[config.mk]
export PLATFORM = sky130hd
export DESIGN_NAME = iddr_gearbox_flat
export DESIGN_NICKNAME = d
export VERILOG_FILES = /design/src/rtl/iddr_gearbox_if.sv /design/src/rtl/iddr_gearbox.sv /design/src/flat_wrapper.sv
export SDC_FILE = /design/constraint.sdc
export NUM_CORES = 1
export LEC_CHECK = 0
export CAP_MARGIN = 15
export CORE_ASPECT_RATIO = 0.6
export CORE_MARGIN = 2
export CORE_UTILIZATION = 25
export DETAILED_ROUTE_END_ITERATION = 10
export HOLD_SLACK_MARGIN = 0.12
export PLACE_DENSITY = 0.5
export SKIP_LAST_GASP = 1
export SYNTH_ARGS = -nofsm -noshare
export SYNTH_HDL_FRONTEND = slang
export SYNTH_SLANG_ARGS = --single-unit
[constraint.sdc]
create_clock -name C -period 1.7 [get_ports C]
set_input_delay 0.255 -clock C [delete_from_list [all_inputs] [get_ports C]]
set_output_delay 0.255 -clock C [all_outputs]
set_load 0.005 [all_outputs]
[src/rtl/iddr_gearbox_if.sv]
// iddr_gearbox_if
//   Lane-side bundle of the IDDR gearbox.
//   master : the IDDR stage / lane controller. It drives Q1, Q2 and BITSLIP and
//            receives the parallel word.
//   slave  : the gearbox. It consumes the DDR bit pair and produces DOUT,
//            DVALID, SLIP_CNT and ALIGNED.
//   Signals:
//     Q1       earlier-in-time DDR bit of the current cycle
//     Q2       later-in-time DDR bit of the current cycle
//     BITSLIP  one-cycle pulse that moves the word boundary 1 bit later
//     DOUT     assembled WIDTH-bit word, MSB = oldest bit
//     DVALID   one-cycle strobe, DOUT valid
//     SLIP_CNT accepted slips modulo WIDTH
//     ALIGNED  auto-align locked
interface iddr_gearbox_if #(
    parameter int unsigned WIDTH = 8
);
    logic                     Q1;
    logic                     Q2;
    logic                     BITSLIP;
    logic [WIDTH-1:0]         DOUT;
    logic                     DVALID;
    logic [$clog2(WIDTH)-1:0] SLIP_CNT;
    logic                     ALIGNED;

    modport master (
        output Q1, Q2, BITSLIP,
        input  DOUT, DVALID, SLIP_CNT, ALIGNED
    );

    modport slave (
        input  Q1, Q2, BITSLIP,
        output DOUT, DVALID, SLIP_CNT, ALIGNED
    );
endinterface

[src/rtl/iddr_gearbox.sv]
// iddr_gearbox
//   Packs the 2-bit-per-cycle Q1/Q2 stream of an input DDR flop into WIDTH-bit
//   words, one word every WIDTH/2 cycles, with bit-granular word-boundary
//   adjustment. One instance per serial lane.
//
//   Ports:
//     C    rising-edge clock
//     R    asynchronous reset, active low
//     bus  iddr_gearbox_if.slave (Q1, Q2, BITSLIP in; DOUT, DVALID, SLIP_CNT,
//          ALIGNED out)
//
//   Optional feature: define IDDR_GEARBOX_AUTOALIGN_EN to build the
//   SEARCH/WAIT/LOCKED training-pattern aligner. In that build the aligner is
//   the only slip source and BITSLIP only drops an established lock. Without
//   it, BITSLIP is the slip source and ALIGNED is constant 0.
module iddr_gearbox #(
    parameter int unsigned      WIDTH         = 8,
    parameter logic [WIDTH-1:0] TRAIN_PATTERN = 8'h5C,
    parameter int unsigned      LOCK_COUNT    = 4,
    parameter int unsigned      SLIP_WAIT     = 2
) (
    input  logic          C,
    input  logic          R,
    iddr_gearbox_if.slave bus
);

    localparam int unsigned    HALF     = WIDTH / 2;
    localparam int unsigned    PHW      = (HALF > 1) ? $clog2(HALF) : 1;
    localparam int unsigned    CW       = $clog2(WIDTH);
    localparam logic [PHW-1:0] PH_LAST  = PHW'(HALF - 1);
    localparam logic [CW-1:0]  CNT_LAST = CW'(WIDTH - 1);

    // Only the low WIDTH-1 history bits ever reach a later word; the top two
    // bits of the WIDTH+1-bit window exist only in h_next.
    logic [WIDTH-2:0] hist;
    logic [WIDTH:0]   h_next;
    logic [PHW-1:0]   ph;
    logic             off;
    logic             stretch;
    logic             busy;
    logic [WIDTH-1:0] dout_q;
    logic             dvalid_q;
    logic [CW-1:0]    slip_cnt_q;
    logic             aligned_q;
    logic             slip_req;
    logic             slip_acc;
    logic             emit;

    always_comb begin
        h_next   = {hist, bus.Q1, bus.Q2};
        // A pending stretch holds ph at its last value for one extra cycle;
        // the word goes out on that extension cycle instead.
        emit     = (ph == PH_LAST) && !stretch;
        slip_acc = slip_req && !busy;
    end

    always_ff @(posedge C or negedge R) begin
        if (!R) begin
            hist       <= '0;
            ph         <= '0;
            off        <= 1'b0;
            stretch    <= 1'b0;
            busy       <= 1'b0;
            dout_q     <= '0;
            dvalid_q   <= 1'b0;
            slip_cnt_q <= '0;
        end else begin
            hist     <= h_next[WIDTH-2:0];
            dvalid_q <= emit;

            // off is sampled before this cycle's slip, so a slip that lands on
            // an emission cycle only affects the following word.
            if (emit) begin
                dout_q <= off ? h_next[WIDTH:1] : h_next[WIDTH-1:0];
                ph     <= '0;
            end else if (ph != PH_LAST) begin
                ph <= ph + 1'b1;
            end

            if ((ph == PH_LAST) && stretch) begin
                stretch <= 1'b0;
            end

            if (slip_acc) begin
                // off 1->0 takes the newer window; off 0->1 takes the older
                // window and pays for it with one extra cycle in the period.
                off <= ~off;
                if (!off) begin
                    stretch <= 1'b1;
                end
                slip_cnt_q <= (slip_cnt_q == CNT_LAST) ? '0 : slip_cnt_q + 1'b1;
                busy       <= 1'b1;
            end else if (emit) begin
                busy <= 1'b0;
            end
        end
    end

`ifdef IDDR_GEARBOX_AUTOALIGN_EN
    typedef enum logic [1:0] {
        S_SEARCH,
        S_WAIT,
        S_LOCKED
    } state_t;

    localparam int unsigned MW = (LOCK_COUNT > 1) ? $clog2(LOCK_COUNT) : 1;
    localparam int unsigned WW = (SLIP_WAIT > 1) ? $clog2(SLIP_WAIT) : 1;

    state_t        state;
    logic [MW-1:0] match_cnt;
    logic [WW-1:0] wait_cnt;
    logic          auto_slip;

    // The slip request is registered, so it reaches the datapath in the second
    // cycle of the next word period and shifts that word.
    always_ff @(posedge C or negedge R) begin
        if (!R) begin
            state     <= S_SEARCH;
            match_cnt <= '0;
            wait_cnt  <= '0;
            auto_slip <= 1'b0;
            aligned_q <= 1'b0;
        end else begin
            auto_slip <= 1'b0;
            case (state)
                S_SEARCH: begin
                    if (dvalid_q) begin
                        if (dout_q == TRAIN_PATTERN) begin
                            if (match_cnt == MW'(LOCK_COUNT - 1)) begin
                                state     <= S_LOCKED;
                                aligned_q <= 1'b1;
                                match_cnt <= '0;
                            end else begin
                                match_cnt <= match_cnt + 1'b1;
                            end
                        end else begin
                            match_cnt <= '0;
                            wait_cnt  <= '0;
                            auto_slip <= 1'b1;
                            state     <= (SLIP_WAIT == 0) ? S_SEARCH : S_WAIT;
                        end
                    end
                end
                S_WAIT: begin
                    if (dvalid_q) begin
                        if (wait_cnt == WW'(SLIP_WAIT - 1)) begin
                            state <= S_SEARCH;
                        end else begin
                            wait_cnt <= wait_cnt + 1'b1;
                        end
                    end
                end
                S_LOCKED: begin
                    if (bus.BITSLIP) begin
                        state     <= S_SEARCH;
                        aligned_q <= 1'b0;
                        match_cnt <= '0;
                    end
                end
                default: begin
                    state <= S_SEARCH;
                end
            endcase
        end
    end

    assign slip_req = auto_slip;
`else
    assign slip_req  = bus.BITSLIP;
    assign aligned_q = 1'b0;
`endif

    assign bus.DOUT     = dout_q;
    assign bus.DVALID   = dvalid_q;
    assign bus.SLIP_CNT = slip_cnt_q;
    assign bus.ALIGNED  = aligned_q;

endmodule
[src/flat_wrapper.sv]
// flat-port wrapper written by rule: the top's interface ports become plain ports
module iddr_gearbox_flat 
#(
    parameter int unsigned      WIDTH         = 8,
    parameter logic [WIDTH-1:0] TRAIN_PATTERN = 8'h5C,
    parameter int unsigned      LOCK_COUNT    = 4,
    parameter int unsigned      SLIP_WAIT     = 2
)
  (C, R, bus_Q1, bus_Q2, bus_BITSLIP, bus_DOUT, bus_DVALID, bus_SLIP_CNT, bus_ALIGNED);
  iddr_gearbox_if #(.WIDTH(WIDTH)) bus_i ();
  input  logic C;
  input  logic R;
  input wire logic [$bits(bus_i.Q1)-1:0] bus_Q1;
  input wire logic [$bits(bus_i.Q2)-1:0] bus_Q2;
  input wire logic [$bits(bus_i.BITSLIP)-1:0] bus_BITSLIP;
  output wire logic [$bits(bus_i.DOUT)-1:0] bus_DOUT;
  output wire logic [$bits(bus_i.DVALID)-1:0] bus_DVALID;
  output wire logic [$bits(bus_i.SLIP_CNT)-1:0] bus_SLIP_CNT;
  output wire logic [$bits(bus_i.ALIGNED)-1:0] bus_ALIGNED;
  assign bus_i.Q1 = bus_Q1;
  assign bus_i.Q2 = bus_Q2;
  assign bus_i.BITSLIP = bus_BITSLIP;
  assign bus_DOUT = bus_i.DOUT;
  assign bus_DVALID = bus_i.DVALID;
  assign bus_SLIP_CNT = bus_i.SLIP_CNT;
  assign bus_ALIGNED = bus_i.ALIGNED;
  iddr_gearbox #(.WIDTH(WIDTH), .TRAIN_PATTERN(TRAIN_PATTERN), .LOCK_COUNT(LOCK_COUNT), .SLIP_WAIT(SLIP_WAIT)) u_core (.C(C), .R(R), .bus(bus_i));
endmodule
==> After elaboration in Yosys (flattened, before gate mapping) <==
Cells that the tools add are included.
{ "word_totals": {"word_cells": 30, "ff_bits": 24, "input_bits": 5} }
{ "classes": {"bitwise_logic": 1, "n_eq_ne": 3, "n_reduce_logical": 7, "n_mux": 9, "addsub": 2} }
{ "op_table": {"columns": ["op", "n"], "rows": [
  ["$mux 8", 1],
  ["$mux 1", 5],
  ["$mux 2", 2],
  ["$reduce_bool 2->1", 2],
  ["$add 3x1->3 const B", 1],
  ["$eq 3x3->1 const B", 1],
  ["$logic_and 1x1->1", 3],
  ["$mux 3", 1],
  ["$add 2x1->2 const B", 1],
  ["$eq 2x2->1 const B", 1],
  ["$logic_not 1->1", 2],
  ["$ne 2x2->1 const B", 1],
  ["$not 1->1", 1]
]} }

==> Logic depth before layout (Yosys ltp) <==
{ "depth": {"depth_word": 5, "depth_mapped": 4} }

==> Worst setup path after synthesis <==
Ideal clock, no wire load.
{ "synth_path": {"path_type": "flip-flop to flip-flop", "startpoint": "register u_core.ph[0]", "endpoint": "register u_core.dout_q[0] (netlist: u_core.bus.DOUT[0])", "setup_slack_ns": 0.380, "required_time_ns": 1.575, "path_stages_with_launch": 5, "period_less_slack_ns": 1.320, "t_arrival_ns": 1.195, "path_cell_list": "dfrtp_1 > ha_1 > and2b_1 > buf_6 > mux2_4"} }
{ "synth_via": {"elab_chain_len": 2} }
{ "synth_rtl": {"columns": ["element", "line", "source"], "rows": [
  ["start: declaration", "iddr_gearbox.sv:37", "logic [PHW-1:0] ph;"],
  ["start signal: assignment", "iddr_gearbox.sv:77", "ph <= ph + 1'b1;"],
  ["$eq 2x2->1", "iddr_gearbox.sv:53", "emit = (ph == PH_LAST) && !stretch;"],
  ["$logic_and 1x1->1", "iddr_gearbox.sv:53", null],
  ["named net u_core.emit", "iddr_gearbox.sv:47", "logic emit;"],
  ["end signal: assignment", "iddr_gearbox.sv:74", "dout_q <= off ? h_next[WIDTH:1] : h_next[WIDTH-1:0];"],
  ["end: declaration", "iddr_gearbox.sv:41", "logic [WIDTH-1:0] dout_q;"]
]} }
The timed path passes the listed nets, and every way through them passes these cells.
A chain may end at the register's enable or synchronous reset.

==> Worst setup path after layout <==
{ "layout_path": {"startpoint": "register u_core.ph[0]", "endpoint": "register u_core.dout_q[6] (netlist: u_core.bus.DOUT[6])"} }
{ "layout_via": {"elab_chain_len": 2} }
{ "layout_rtl": {"columns": ["element", "line"], "rows": [
  ["$eq 2x2->1", "iddr_gearbox.sv:53"],
  ["$logic_and 1x1->1", "iddr_gearbox.sv:53"]
]} }
No other way between the ends.

==> run summary <==
The worst hold slack is 354 ps. The maximum count of clock buffers along a single path is 2. The I/O pin count is 18. The number of buffer cells added on primary ports is 16.

For this design, the slowest cell found on the critical path is sky130_fd_sc_hd__and2b_1. The maximum number of pins on one net before global-route repair came out at 25. The vertical die dimension came out at 52.8 um. The die covers 4510 um2. Across all setup checks in the final design, the least slack found is 136 ps. In this run the clock root is driven by a sky130_fd_sc_hd__clkbuf_8.

The biggest cell delay along the critical path came out at 500 ps. The end of the worst register-to-register path is u_core.bus.DOUT[6]. For this design, the sink count on the clock tree is 24. STA classifies the critical path startpoint as a flip-flop. In this run, synthesis inferred 0 flip-flops with an integrated enable.

Data on the critical path arrives at its endpoint at 1710 ps. In this run the standard cell core region covers 3740 um2. Synthesis produced a netlist whose cell count is 63.

The setup path with the least slack is of type reg2reg. The final setup TNS is 0 ps. Dividing the detail-routed via count by the number of cells gives 4.04. Setup repair after global routing left no endpoint under its margin.

The number of cells traversed by the worst register-to-register path came out at 3. The die boundary width came out at 85.3 um. Total power for the finished layout comes to 2.16 mW. The aggregate global routing overflow is 0. The reg-to-reg startpoint is u_core.ph[0]. The number of antenna-violating nets in the routed design is 0. The most critical setup path has its startpoint at u_core.ph[0]. The routed layout has 513 vias. The number of max-slew violations in the final report is 0. The latest clock arrival within the worst-skew pair came out at 260 ps. At the end of routability-driven placement, the weighted congestion stood at 0.635. The setup skew after layout came out at 4.29 ps.

CTS built an H-tree with a depth of 1. The synthesized area divided by synthesized cell count is 15.7 um2. The static leakage came out at 0.535 nW. The critical path required time is 1850 ps. The number of resized instances in the post-cts repair step came out at 0. Of all cell types, the one taking the most synthesized area is sky130_fd_sc_hd__dfrtp_1. The area growth from synthesis to final layout is 24.0%. The DRC violation count after routing came out at 0. The total of fill cells in the finished design is 378. The worst slack after detailed placement is 85.1 ps. The power density relative to cell area is 1760 nW/um2. The violation count after the first detailed-route iteration came out at 1. The mapped netlist covers 992 um2.

For this run, asynchronously set or reset flops after synthesis account for 1.00. Detailed placement finished with a half-perimeter wire length of 1090 um. The post-layout net count came out at 90.

The highest attainable clock frequency is 639 MHz. Among all flip-flop cells after synthesis, the most frequent one is sky130_fd_sc_hd__dfrtp_1. The count of different cell masters after synthesis is 18. The effective utilization at floorplan came out at 0.265. The first TritonRoute pass finished after 2 iterations. The number of maximum-capacitance violations is 0. The repair_antennas step left the layout with diodes totalling 0.

The net count after synthesis is 71. The sequential cell area fraction in the yosys report is 0.605. The post-detailed-routing wire length is 1520 um. The share of synthesized area in the top cell type comes to 0.605. After synthesis, the cell types taking the most area are sky130_fd_sc_hd__dfrtp_1, sky130_fd_sc_hd__mux2_1, sky130_fd_sc_hd__mux2_4. Dividing the detail-routed wire length by the instance count gives 12.0 um. After clock tree synthesis, the clock-pin slew on the worst setup and hold paths is 80 ps.

The initial antenna violation count came out at 0. The signal on the critical path passes through ha_1, and2b_1, mux2_4. The internal reg-to-reg setup slack is 140 ps. The class of the most critical hold timing path is in2async.

The routed design could run at a clock period as short as 1560 ps. The flow ran to the end, and the final reports show no timing, DRC or antenna violations. The share of the clock period used by the worst path after layout came out at 0.920. Once layout is complete, the utilization of the core stands at 0.329. The total track usage came out at 0.0791.

The critical-path maximum fanout is 10. Across the VDD grid, the largest voltage drop is 0.000705 V. During synthesis, Yosys emitted a total of 0 warnings. The wire length of the first global-routing pass is 2630 um. STA classifies the critical path endpoint as a flip-flop. The remaining max-slew budget at the tightest pin came out at 0.629. At the pin with the least slew margin, the transition time is 557 ps. The number of global-route vias before repair is 548.

The number of core rows came out at 17. The flip-flop and latch count after synthesis is 24. The fraction of layout cells with a size suffix above 1 came out at 0.150. The final-report hold violation count is 0. The clock tree from TritonCTS is yes. sky130_fd_sc_hd__dfrtp_1 is the most common cell in the netlist.

The number of buffers created by CTS is 3. The hold-fix buffer count after cts is 0. The final setup violation count is 0. Sorting the synthesized cells by how often they occur yields sky130_fd_sc_hd__dfrtp_1, sky130_fd_sc_hd__mux2_1, sky130_fd_sc_hd__mux2_4. The setup fix buffers added after clock tree synthesis is 0.
[layer usage]
layer / wire length, um / global-route usage / up-vias
met3: 119 / 0.0457 / 0
met4: 0 / 0.00794 / 0
met1: 775 / 0.103 / 252
li1: - / - / 247
met5: 0 / 0 / -
met2: 630 / 0.117 / 14
[state kept, by name, indices dropped and copies added, names as in the netlist]
name	flops
u_core.bus.DOUT	8
u_core.hist	7
u_core.bus.SLIP_CNT	3
u_core.ph	2
u_core.bus.DVALID	1
u_core.busy	1
u_core.off	1
u_core.stretch	1
[metrics by stage]
stage,instance area (um2),cells
floorplan,992,63
global placement,1190,124
detailed placement,1190,124
CTS,1230,127
global route,1230,127
finish,1230,127
[worst max-delay path by stage]
stage	slack [ps]	endpoint	cells after the start
after floorplan	380	u_core.bus.DOUT[0]	4
final	140	u_core.bus.DOUT[6]	3
after global routing	40	u_core.bus.DOUT[7]	3
after CTS	70	u_core.bus.DOUT[6]	3
after global placement	170	u_core.bus.DOUT[0]	3
after detailed placement	90	u_core.bus.DOUT[3]	3
[area by class of cell]
type,count,area [um2],area share
clock buffers,3,41.3,0.0336
inverters,2,7.51,0.00610
repair buffers,17,168,0.136
multi-input cells,34,354,0.288
flip-flops and latches,24,601,0.488
well taps,47,58.8,0.0478
[report_power, final]
part	internal (mW)	switching [mW]
clock network	0.158	0.164
logic	0.610	0.266
registers	0.791	0.174
[worst max-delay path: cells and delay by family (launching register included)]
family	cells	cell delay, ps
adder cells (fa/ha/maj)	1	220
flip-flops	1	370
AND/OR/NAND/NOR	1	500
multiplexers	1	350
[cell families after synthesis]
group	count (synthesis)	synth area share
mux	20	0.257
compound gates	3	0.0164
other cells	1	0.00378
buf+inv	5	0.0378
flops	24	0.605
fa+ha+maj	3	0.0378
simple gates	6	0.0328
xor+xnor	1	0.00883
[cells in the final DEF, fill, tap and decap left out, drive strengths merged, types with 2 or more instances in the layout]
cell,synthesis,final
clkbuf,0,3
clkdlybuf4s50,0,16
dfrtp,24,24
ha,3,3
inv,2,2
mux2,20,20
o21ai,2,2
No activity file was read; power rests on OpenSTA's default activity.
